## config.mk

```make
export PLATFORM = sky130hd
export DESIGN_NAME = prog_counter_flat
export DESIGN_NICKNAME = d
export VERILOG_FILES = /design/src/rtl/prog_counter_pkg.sv /design/src/rtl/prog_counter_if.sv /design/src/rtl/prog_counter_tick_prescaler.sv /design/src/rtl/prog_counter.sv /design/src/flat_wrapper.sv
export SDC_FILE = /design/constraint.sdc
export NUM_CORES = 1
export LEC_CHECK = 0
export BUFFER_PORTS_ARGS = -buffer_cell sky130_fd_sc_hd__buf_2
export CAP_MARGIN = 20
export CORE_MARGIN = 4
export CORE_UTILIZATION = 45
export DETAILED_ROUTE_END_ITERATION = 6
export PLACE_DENSITY = 0.71
export SLEW_MARGIN = 0
export SYNTH_ARGS = -nofsm -noshare
export SYNTH_HDL_FRONTEND = slang
export SYNTH_SLANG_ARGS = --single-unit
```

## constraint.sdc

```tcl
create_clock -name clk -period 3 [get_ports clk]
set_input_delay 0.15 -clock clk [delete_from_list [all_inputs] [get_ports clk]]
set_output_delay 0.15 -clock clk [all_outputs]
set_load 0.03 [all_outputs]
```

## src/rtl/prog_counter_pkg.sv

```systemverilog
// Purpose: shared encodings for the programmable event counter.
// Latency: n/a (types and constants only).
// Backpressure: n/a.
// Contents: mode_e (counter operating mode), DIR_UP/DIR_DOWN direction constants.
package counter_pkg;

  typedef enum logic [1:0] {
    MODE_SATURATE = 2'd0,
    MODE_WRAP     = 2'd1,
    MODE_ONESHOT  = 2'd2,
    MODE_RSVD     = 2'd3   // decoded as SATURATE
  } mode_e;

  localparam logic DIR_UP   = 1'b0;
  localparam logic DIR_DOWN = 1'b1;

endpackage

```

## src/rtl/prog_counter_if.sv

```systemverilog
// Purpose: control/status bundle between a counter user (master) and prog_counter (slave).
// Latency: n/a (wires only).
// Backpressure: none; controls are sampled every clock, status is always valid.
// Signals: clear/load/start/en strobes, load_value, limit, dir, mode in;
//          count, reached, tc, busy out.
interface prog_counter_if #(
  parameter int WIDTH = 5
);
  import counter_pkg::*;

  logic             clear;
  logic             en;
  logic             start;
  logic             load;
  logic [WIDTH-1:0] load_value;
  logic [WIDTH-1:0] limit;
  logic             dir;
  mode_e            mode;
  logic [WIDTH-1:0] count;
  logic             reached;
  logic             tc;
  logic             busy;

  modport master (
    output clear, en, start, load, load_value, limit, dir, mode,
    input  count, reached, tc, busy
  );

  modport slave (
    input  clear, en, start, load, load_value, limit, dir, mode,
    output count, reached, tc, busy
  );

endinterface

```

## src/rtl/prog_counter_tick_prescaler.sv

```systemverilog
// Purpose: divides enabled cycles down to one count step every PRESCALE enabled cycles.
// Latency: tick is combinational from the registered phase; phase updates on the next edge.
// Backpressure: none; phase holds while en=0, clr forces phase 0.
// Ports: clk, reset (async, active-high), clr (sync phase clear), en (advance), tick (step now).
module tick_prescaler #(
  parameter int PRESCALE = 1
) (
  input  logic clk,
  input  logic reset,
  input  logic clr,
  input  logic en,
  output logic tick
);

  if (PRESCALE == 1) begin : g_bypass
    // Every enabled cycle is a step; the caller gates tick with its own enable.
    logic unused_in;
    assign unused_in = ^{clk, reset, clr, en};
    assign tick      = 1'b1;
  end else begin : g_div
    localparam int CW = $clog2(PRESCALE);
    localparam logic [CW-1:0] LAST = CW'(PRESCALE - 1);

    logic [CW-1:0] phase_q;
    logic [CW-1:0] phase_d;

    always_comb begin
      phase_d = phase_q;
      if (clr) begin
        phase_d = '0;
      end else if (en) begin
        phase_d = (phase_q == LAST) ? '0 : phase_q + CW'(1);
      end
    end

    always_ff @(posedge clk or posedge reset) begin
      if (reset) phase_q <= '0;
      else       phase_q <= phase_d;
    end

    assign tick = (phase_q == LAST);
  end

endmodule

```

## src/rtl/prog_counter.sv

```systemverilog
// Purpose: programmable up/down event counter with saturate/wrap/one-shot modes and prescaler.
// Latency: count/reached/tc/busy are registered and reflect a control input on the next edge.
// Backpressure: none; clear > load > start > step priority resolves conflicting strobes.
// Ports: clk, reset (async, active-high), bus (prog_counter_if.slave: controls in, status out).
module prog_counter
  import counter_pkg::*;
#(
  parameter int WIDTH    = 5,
  parameter int PRESCALE = 1
) (
  input  logic           clk,
  input  logic           reset,
  prog_counter_if.slave  bus
);

  logic [WIDTH-1:0] count_q, count_d;
  logic             reached_q, reached_d;
  logic             tc_q, tc_d;
  logic             busy_q, busy_d;

  logic [WIDTH-1:0] start_val;
  logic [WIDTH-1:0] nxt;
  logic             is_oneshot;
  logic             adv_en;
  logic             start_ok;
  logic             pre_clr;
  logic             tick;
  logic             term_q;

  // Up-count is terminal at or above limit so a limit lowered below the
  // current count stops it at once; down-count is terminal only at zero.
  function automatic logic is_term(logic [WIDTH-1:0] c, logic [WIDTH-1:0] lim, logic d);
    return (d == DIR_DOWN) ? (c == '0) : (c >= lim);
  endfunction

  assign is_oneshot = (bus.mode == MODE_ONESHOT);
  assign start_val  = (bus.dir == DIR_UP) ? '0 : bus.limit;
  assign nxt        = (bus.dir == DIR_UP) ? count_q + WIDTH'(1) : count_q - WIDTH'(1);
  assign term_q     = is_term(count_q, bus.limit, bus.dir);
  // In one-shot mode the prescaler only runs during an active run.
  assign adv_en     = bus.en && (!is_oneshot || busy_q);
  assign start_ok   = bus.start && is_oneshot && !busy_q;
  assign pre_clr    = bus.clear || bus.load || start_ok;

  tick_prescaler #(.PRESCALE(PRESCALE)) u_pre (
    .clk   (clk),
    .reset (reset),
    .clr   (pre_clr),
    .en    (adv_en),
    .tick  (tick)
  );

  always_comb begin
    count_d = count_q;
    tc_d    = 1'b0;
    busy_d  = busy_q;

    if (bus.clear) begin
      count_d = start_val;
      busy_d  = 1'b0;
    end else if (bus.load) begin
      count_d = bus.load_value;
    end else if (start_ok) begin
      count_d = start_val;
      busy_d  = 1'b1;
    end else if (adv_en && tick) begin
      case (bus.mode)
        MODE_WRAP: begin
          if (term_q) begin
            count_d = start_val;
            tc_d    = 1'b1;
          end else begin
            count_d = nxt;
          end
        end
        MODE_ONESHOT: begin
          // A run started already at terminal finishes on its first step.
          if (term_q) begin
            busy_d = 1'b0;
            tc_d   = 1'b1;
          end else begin
            count_d = nxt;
            if (is_term(nxt, bus.limit, bus.dir)) begin
              busy_d = 1'b0;
              tc_d   = 1'b1;
            end
          end
        end
        default: begin
          if (!term_q) begin
            count_d = nxt;
            tc_d    = is_term(nxt, bus.limit, bus.dir);
          end
        end
      endcase
    end

    // Leaving one-shot mode abandons any run but keeps the count.
    if (!is_oneshot) busy_d = 1'b0;

    // Evaluated on the next count so reached lines up with count.
    reached_d = is_term(count_d, bus.limit, bus.dir);
  end

  always_ff @(posedge clk or posedge reset) begin
    if (reset) begin
      count_q   <= '0;
      reached_q <= 1'b0;
      tc_q      <= 1'b0;
      busy_q    <= 1'b0;
    end else begin
      count_q   <= count_d;
      reached_q <= reached_d;
      tc_q      <= tc_d;
      busy_q    <= busy_d;
    end
  end

  assign bus.count   = count_q;
  assign bus.reached = reached_q;
  assign bus.tc      = tc_q;
  assign bus.busy    = busy_q;

endmodule

```

## src/flat_wrapper.sv

```systemverilog
// flat-port wrapper written by rule: the top's interface ports become plain ports
module prog_counter_flat import counter_pkg::*;
#(
  parameter int WIDTH    = 5,
  parameter int PRESCALE = 1
)
  (clk, reset, bus_clear, bus_en, bus_start, bus_load, bus_load_value, bus_limit, bus_dir, bus_mode, bus_count, bus_reached, bus_tc, bus_busy);
  prog_counter_if #(.WIDTH(WIDTH)) bus_i ();
  input  logic clk;
  input  logic reset;
  input wire logic [$bits(bus_i.clear)-1:0] bus_clear;
  input wire logic [$bits(bus_i.en)-1:0] bus_en;
  input wire logic [$bits(bus_i.start)-1:0] bus_start;
  input wire logic [$bits(bus_i.load)-1:0] bus_load;
  input wire logic [$bits(bus_i.load_value)-1:0] bus_load_value;
  input wire logic [$bits(bus_i.limit)-1:0] bus_limit;
  input wire logic [$bits(bus_i.dir)-1:0] bus_dir;
  input wire logic [$bits(bus_i.mode)-1:0] bus_mode;
  output wire logic [$bits(bus_i.count)-1:0] bus_count;
  output wire logic [$bits(bus_i.reached)-1:0] bus_reached;
  output wire logic [$bits(bus_i.tc)-1:0] bus_tc;
  output wire logic [$bits(bus_i.busy)-1:0] bus_busy;
  assign bus_i.clear = bus_clear;
  assign bus_i.en = bus_en;
  assign bus_i.start = bus_start;
  assign bus_i.load = bus_load;
  assign bus_i.load_value = bus_load_value;
  assign bus_i.limit = bus_limit;
  assign bus_i.dir = bus_dir;
  assign bus_i.mode = bus_mode;
  assign bus_count = bus_i.count;
  assign bus_reached = bus_i.reached;
  assign bus_tc = bus_i.tc;
  assign bus_busy = bus_i.busy;
  prog_counter #(.WIDTH(WIDTH), .PRESCALE(PRESCALE)) u_core (.clk(clk), .reset(reset), .bus(bus_i));
endmodule
```

==> impl_metrics.ini, run 1 <==
[power_and_ir_drop]
power_leakage_nw = 0.808
power.density_mw_per_mm2 = 388
peakVddDrop_mv = 0.322
finalPower_mw = 0.614

[floorplan]
core_mm2 = 0.00252
rows = 18
ioPinCount = 27
fp.dieH_um = 60.0
die_x_um = 60.0
die_area_mm2 = 0.00360
start_util_pct = 48.3

[timing]
hold_violations = 0
slew_violations = 0
fin_crit_sh_pct = 104
max-slew-margin-rel_pct = 73.7
worstMarginPinSlew_ps = 394
setup_slack_ps = -122
setup_viol = 1
fmax_ghz = 0.320
fin_crit_ps = 3120
fin_skew_ps = 8.95
rsz0062_at_grt = true
fin_setup_tns_ps = -122

[synthesis]
synth_top_family_by_area = compound AO/OA/AOI/OAI gates
syn_area_mm2 = 0.00122
ys_warn_count = 0
yosys.area_share.simple_pct = 20.5
synth_compound_area_share_pct = 28.7
synth_nets = 189
synth_area_leaders = ha_1 (22%), dfrtp_1 (16%), o21ai_0 (4.9%), nand2_1 (4.9%), inv_1 (4.3%)
synth_cell_type_count = 46
synth-adder-area-share_pct = 23.2
synth_edf_count = 0
yosysSeqAreaShare_pct = 16.4
ys_top_cells_by_count = ha_1 (21), nand2_1 (16), inv_1 (14)
ys_ff_latch = 8
ys.flop_type = dfrtp_1
yosysTopAreaCell = ha_1
synth_top_area_share_pct = 21.6
async_flop_share_pct = 100
yosysMostFrequentCell = ha_1
synth_mux_area_share_pct = 0.822
synth_area_per_cell_um2 = 8.23
synthXorXnorAreaFrac_pct = 2.88
syn_inst = 148

[cts]
cts_sinks = 8
cts_root_buffer = clkbuf_4
clockBufferDepth = 2
cts.clk_slew.worst_paths_ps = 60
cts_tree = built
cts_htree_levels = 1
cts_buffers = 3
clk_latency_ps = 250

[placement]
io_buffers = 26
pre_cts_slack_ps = -124
gp_congestion = 0.876
dpl_cell_area_mm2 = 0.00149
detailed_place_hpwl_um = 2810

[route]
wire_per_inst_um = 15.9
viasPerCell = 5.76
drc = 0
antenna_left = 0
routed_wl_um = 3540
drt-initial-drc-count = 63
vias = 1285
drt_pass1_iterations = 4

[worst_setup_path]
start_kind = flip-flop
path_class = reg -> reg
end_kind = flip-flop
cp_max_fo = 4
worst-endpoint-required_ps = 3120
worstPathArrival_ps = 3240

[global_routing]
grt_max_degree = 13
grt_pass1_wl_um = 5660
gr-total-overflow = 0
antenna_found_initial = 0
grt_pass1_vias = 1281
grt_use_total_pct = 20.7

[layout]
antenna_cells = 0
areaGrowthSynthToFinish_pct = 30.0
final.fill_count = 218
design_area_mm2 = 0.00158
nets = 235
layout-drive-gt1-share_pct = 33.7

[hold_path]
min_path_type = in -> reg

[run]
max_cap_viol_count = 0

[run_status]
violations = negative setup slack
run_status = finished with violations
registers in the layout, summed over array words and instances (netlist names):
| name | flops |
|---|---|
| u_core.bus.busy | 1 |
| u_core.bus.count | 5 |
| u_core.bus.reached | 1 |
| u_core.bus.tc | 1 |
logic make-up after synthesis:
| kind of cell | after synthesis |
|---|---|
| fa+ha+maj | 22 |
| buf+inv | 19 |
| mux | 1 |
| simple gates | 46 |
| compound gates | 48 |
| xor+xnor | 4 |
| flops | 8 |
power breakdown:
part	internal [mW]	switching [mW]	total, mW
registers	0.120	0.00741	0.127
logic	0.178	0.222	0.400
clock network	0.0508	0.0358	0.0867
cell usage in the layout (no fill, tap or decap), drive strengths merged, types with 2 or more instances in the layout:
cell and instances:
and3 2, nand4 3, ha 21, a21oi 10
clkbuf 4, nor2b 2, o31ai 2, o31a 2
buf 44, nand3 5, inv 15, a211oi 2
nand2b 5, and2 2, nand2 17, o211ai 2
nor2 4, a21o 7, xnor2 3, a31oi 5
o21ai 12, dfrtp 8
through the flow:
step | utilization, % | hold slack (ps) | instances
2_1_floorplan | - | -34.5 | 148
3_3_place_gp | 59.0 | 97.8 | 217
3_5_place_dp | 59.0 | 104 | 217
4_1_cts | 61.6 | 221 | 222
5_1_grt | 62.7 | 234 | 223
6_report | 62.7 | 235 | 223
path summary, 6_finish.rpt:
| path | endpoint | cells past startpoint | startpoint | slack (ps) |
|---|---|---|---|---|
| worst min-delay path | u_core.bus.busy | 2 | bus_load | 240 |
| max in group asynchronous | u_core.bus.count[1] | 3 | reset | 2350 |
| worst max register to register | u_core.bus.reached | 14 | u_core.bus.count[0] | -120 |
| worst max-delay path | u_core.bus.reached | 14 | u_core.bus.count[0] | -120 |
| min in group asynchronous | u_core.bus.count[2] | 3 | reset | 400 |
| worst min register to register | u_core.bus.busy | 2 | u_core.bus.busy | 650 |
routing by layer:
layer | share of wire [%] | global-route usage [%] | wire (um) | vias to the layer above
li1 | - | - | - | 627
met1 | 42 | 27.1 | 1480 | 596
met2 | 48 | 34.1 | 1700 | 51
met3 | 7.6 | 1.51 | 270 | 11
met4 | 2.5 | 9.81 | 89 | 0
met5 | 0 | 0 | 0 | -
critical path, stage by stage (launching register included):
cell,delay (ps)
dfrtp_2,410
or4b_1,510
o32a_1,350
o31ai_4,110
nand2_4,60
and3_4,160
a211oi_4,210
ha_1,280
nand2b_4,140
a21o_1,140
a21o_1,150
a21o_1,150
a21oi_1,120
or2_4,130
o41ai_2,50
final cells by class:
| cell class | count | area [um2] | area share [%] |
|---|---|---|---|
| multi-input combinational | 121 | 985 | 62.2 |
| tap | 30 | 37.5 | 2.37 |
| clock buffer | 4 | 26.3 | 1.66 |
| inverter | 15 | 56.3 | 3.56 |
| timing repair buffer | 45 | 275 | 17.4 |
| sequential | 8 | 203 | 12.8 |
repair_timing:
item / 4_1_cts / 5_1_grt
setup buffers: 0 / 1
pin swaps: 1 / 2
setup endpoints to repair: 2 / 2
hold endpoints to repair: 8 / 0
resized for setup: 5 / 4
hold buffers: 1 / 0
No activity file was read; power rests on OpenSTA's default activity.
==> run 2, diff against run 1 <==
==> constraint.sdc (replaced) <==
create_clock -name clk -period 3 [get_ports clk]
set_input_delay 0.9 -clock clk [delete_from_list [all_inputs] [get_ports clk]]
set_output_delay 0.9 -clock clk [all_outputs]
set_load 0.03 [all_outputs]
==> run 2 against run 1 <==
Net effect:
- the flow still finishes with violations (negative setup slack)
- cell area increased by 16%
- power increased by 14%
- register-to-register slack got worse by 90 ps
- sequential power about the same
- first-iteration DRC count decreased by 30%
- worst setup slack got worse by 260 ps
- wire length increased by 8.8%
- critical path type is now in -> reg
- largest cell class unchanged
==> impl_metrics.ini, run 2 (synthesis gave the netlist of run 1 again) <==
[run_status]
run_status = finished with violations
violations = negative setup slack

[timing]
fin_crit_sh_pct = 113
hold_violations = 0
worstMarginPinSlew_ps = 491
rsz0062_at_grt = true
fin_crit_ps = 3380
fmax_ghz = 0.296
slew_violations = 0
fin_skew_ps = 6.17
setup_slack_ps = -378
max-slew-margin-rel_pct = 67.1
setup_viol = 3

[cts]
hold_buffers = 0
cts.clk_slew.worst_paths_ps = 50
cts_root_buffer = clkbuf_4
clockBufferDepth = 2
cts_sinks = 8
cts_htree_levels = 1
cts_buffers = 3
cts_tree = built
clk_latency_ps = 250

[worst_setup_path]
path_class = in -> reg
cp_max_fo = 3
worst-endpoint-required_ps = 3130
r2r_start = u_core.bus.count[0]
worstPathArrival_ps = 3510
cp-startpoint = bus_dir
start_kind = primary input
end_kind = flip-flop

[floorplan]
die_x_um = 60.0
fp.dieH_um = 60.0
ioPinCount = 27
core_mm2 = 0.00252
rows = 18
start_util_pct = 48.3
die_area_mm2 = 0.00360

[power_and_ir_drop]
peakVddDrop_mv = 0.368
power.density_mw_per_mm2 = 379
finalPower_mw = 0.698
power_leakage_nw = 0.955

[route]
drt-initial-drc-count = 44
wire_per_inst_um = 15.3
drc = 0
drt_pass1_iterations = 4
vias = 1384
routed_wl_um = 3850
antenna_left = 0
viasPerCell = 5.49

[layout]
final_util_pct = 73.1
nets = 265
antenna_cells = 0
largest_register_ffs = 5
final_common_cell = buf_4
layout-drive-gt1-share_pct = 44.1
layout_common_cells = buf_4 (50), buf_2 (24), ha_1 (20)
areaGrowthSynthToFinish_pct = 51.4

[placement]
io_buffers = 26
detailed_place_hpwl_um = 3070
gp_congestion = 0.881

[global_routing]
gr-total-overflow = 0
antenna_found_initial = 0
grt_pass1_vias = 1380
grt_use_total_pct = 22.9
grt_pass1_wl_um = 6310
grt_max_degree = 14

[run]
max_cap_viol_count = 0

[hold_path]
min_path_type = in -> async
run 2: area by class of cell:
class / count / area (um2)
multi-input cells: 121 / 1020
repair buffers: 75 / 507
flip-flops and latches: 8 / 200
inverters: 15 / 60.1
clock buffers: 3 / 22.5
fillers: 198 / 679
well taps: 30 / 37.5
run 2: stage by stage:
step                      hold WS, ps  setup slack, ps  TNS (ps)  cell area (um2)  instances
after global placement            594             -564     -1410             1720        245
after global routing              600             -462      -723             1840        252
after detailed placement          651             -684     -1700             1720        245
after CTS                         577             -294      -464             1810        250
after floorplan                   716             -454      -454             1250        148
final                             574             -378      -470             1840        252
run 2: worst paths after layout:
path | to | slack [ps] | depth (start not counted)
max | u_core.bus.reached | -380 | 16
min | u_core.bus.count[0] | 570 | 2
max reg2reg | u_core.bus.reached | -210 | 15
min reg2reg | u_core.bus.busy | 660 | 2
max in group asynchronous | u_core.bus.reached | 2200 | 2
min in group clk | u_core.bus.busy | 660 | 2
run 2: what timing repair did:
action                                  CTS  global route
pin swaps                                 6             4
endpoints found under the hold margin     0             0
gates resized for setup                  10             3
buffers inserted                          2             2
endpoints found under the setup margin    3             3
run 2: report_power, final:
part | internal [mW] | switching, mW | total (mW)
Clock | 0.0456 | 0.0339 | 0.0794
Sequential | 0.119 | 0.0106 | 0.130
Combinational | 0.247 | 0.242 | 0.489
Total | 0.412 | 0.287 | 0.698
run 2: worst max-delay path: stages:
cell and delay (ps):
buf_6 70, or4b_1 420, o32a_1 340, buf_4 160
o31ai_4 70, nand2_4 60, and3_4 180, a211oi_4 160
ha_1 260, nand2b_4 140, a21o_1 160, a21o_1 160
a21o_1 160, a21oi_2 100, or2_4 120, o41ai_2 50
run 2: metal layers:
layer  routed length (um)  global-route usage (%)  vias up
met4                   99                    7.28        0
met5                    0                       0        -
met3                  252                    2.81       12
met2                 1880                    37.8       49
met1                 1620                    30.8      633
li1                     -                       -      690
==> run 3, diff against run 2 <==
--- a/config.mk
+++ b/config.mk
@@ -8,9 +8,9 @@
 export BUFFER_PORTS_ARGS = -buffer_cell sky130_fd_sc_hd__buf_2
 export CAP_MARGIN = 20
 export CORE_MARGIN = 4
-export CORE_UTILIZATION = 45
+export CORE_UTILIZATION = 49
 export DETAILED_ROUTE_END_ITERATION = 6
-export PLACE_DENSITY = 0.71
+export PLACE_DENSITY = 0.76
 export SLEW_MARGIN = 0
 export SYNTH_ARGS = -nofsm -noshare
 export SYNTH_HDL_FRONTEND = slang
==> run 3 against run 2 <==
Net effect:
- the flow still finishes with violations (negative setup slack)
- clock power shrank 4.9%
- die area fell by 7.1%
- power increased by 5.9%
- sequential power about the same
- flip-flop and latch count unchanged
- count of clock-buffer cells in the layout unchanged
- non-clock buffer count increased by 4
- fmax shrank 0.90%
- register-to-register slack got worse by 50 ps
- core utilization grew 11 points
- highest routed layer unchanged
==> impl_metrics.ini, run 3 (synthesis gave the netlist of run 1 again) <==
[layout]
layout-drive-gt1-share_pct = 47.3
final.fill_count = 139
final_cells = 254
largest_register_ffs = 5
antenna_cells = 0
nets = 269
multi_input_area_mm2 = 0.00105
layout_common_cells = buf_4 (50), buf_2 (24), ha_1 (17)
areaGrowthSynthToFinish_pct = 58.4
final_common_cell = buf_4
seq_area_um2 = 200

[floorplan]
rows = 17
fp.dieH_um = 57.8
die_x_um = 57.8
ioPinCount = 27
die_area_mm2 = 0.00335
core_mm2 = 0.00230
start_util_pct = 53.0

[global_routing]
grt_use_total_pct = 28.0
busiest_layer = met2
use_met2_pct = 49.5
use_met3_pct = 2.23
grt_pass1_wl_um = 7270
gr-total-overflow = 0
grt_pass1_vias = 1506
grt_max_degree = 14
antenna_found_initial = 0
met1_usage_pct = 34.7

[worst_setup_path]
worst-endpoint-required_ps = 3120
start_kind = primary input
reg2regPathDepth = 13
critPathBufInv = 1
worst_path_most_repeated_cell = a21o_1
crit_chain = buf_8, or4b_1, o32a_1, o31a_2, o21ai_1, a211oi_4, ha_1, nand2b_4, a21o_1, a21o_1, a21o_1, a21oi_2, or2_4, o41ai_2
slowest_stage = or4b_1
path_class = in -> reg
worstPathArrival_ps = 3530
end_kind = flip-flop
cp_slowest_stage_delay_ps = 430
crit_family = compound AO/OA/AOI/OAI gates
cp_max_fo = 3
path_depth = 14

[cts]
clockBufferDepth = 2
cts_tree = built
cts.clk_slew.worst_paths_ps = 50
cts_buffers = 3
cts_root_buffer = clkbuf_4
cts_htree_levels = 1
hold_buffers = 0
clk_latency_ps = 240
cts_sinks = 8

[route]
drc = 0
routed_wl_um = 4730
wire_per_inst_um = 18.6
vias = 1574
viasPerCell = 6.20
antenna_left = 0
drt-initial-drc-count = 101
drt_pass1_iterations = 7

[timing]
fin_crit_ps = 3410
fin_skew_ps = 0.389
worstMarginPinSlew_ps = 377
timing.hold.ws_ps = 590
hold_violations = 0
setup_viol = 3
max-slew-margin-rel_pct = 74.7
slew_violations = 0
rsz0062_at_grt = true
setup_slack_ps = -408
fmax_ghz = 0.293
fin_crit_sh_pct = 114

[placement]
dp_cells = 241
gp_congestion = 0.919
detailed_place_hpwl_um = 3180
pre_cts_slack_ps = -701
io_buffers = 26

[power_and_ir_drop]
peakVddDrop_mv = 0.363
power_leakage_nw = 0.986
power.density_mw_per_mm2 = 384

[run_status]
violations = negative setup slack
run_status = finished with violations

[hold_path]
min_path_type = in -> async

[run]
max_cap_viol_count = 0
[run 3: area by class of cell]
| class | instances | share of cell area (%) |
|---|---|---|
| timing repair buffer | 79 | 29.1 |
| tap | 28 | 1.82 |
| inverter | 15 | 3.11 |
| clock buffer | 3 | 1.17 |
| multi-input combinational | 121 | 54.4 |
| sequential | 8 | 10.4 |
[run 3: layer usage]
metal	up-vias	routed length [um]
li1	696	-
met1	722	1660
met2	121	2420
met3	35	423
met4	0	223
met5	-	0
[run 3: path summary, 6_finish.rpt]
| path | to | slack (ps) | start |
|---|---|---|---|
| worst max-delay path | u_core.bus.reached | -410 | bus_dir |
| worst min-delay path | u_core.bus.busy | 590 | reset |
| worst max register to register | u_core.bus.reached | -260 | u_core.bus.count[0] |
| worst min register to register | u_core.bus.busy | 680 | u_core.bus.busy |
| max in group asynchronous | u_core.bus.count[1] | 2180 | reset |
| min in group clk | u_core.bus.busy | 680 | u_core.bus.busy |
[run 3: what timing repair did]
item                                    4_1_cts  5_1_grt
pin swaps                                    18       11
gates resized for setup                      16        9
endpoints found under the hold margin         0        0
setup buffers                                 5        5
endpoints found under the setup margin        3        3
[run 3: metrics by stage]
stage | power (mW) | cell area [um2] | utilization [%] | TNS, ps
3_5_place_dp | 0.571 | 1700 | 74.2 | -1850
2_1_floorplan | 0.377 | 1250 | - | -454
4_1_cts | 0.696 | 1860 | 80.9 | -712
3_3_place_gp | 0.548 | 1700 | 74.2 | -1520
5_1_grt | 0.795 | 1930 | 83.9 | -1070
6_report | 0.740 | 1930 | 83.9 | -874
[run 3: worst reg2reg max path, stage by stage (launching register included)]
cell and delay, ps:
dfrtp_1 460, or4b_1 550, o32a_1 370, o31a_2 170
o21ai_1 250, a211oi_4 110, ha_1 280, nand2b_4 140
a21o_1 170, a21o_1 150, a21o_1 180, a21oi_2 140
or2_4 130, o41ai_2 60
[run 3: power breakdown]
group | total [mW] | switching, mW | internal (mW)
logic | 0.533 | 0.269 | 0.264
clock network | 0.0755 | 0.0302 | 0.0453
registers | 0.131 | 0.0115 | 0.119
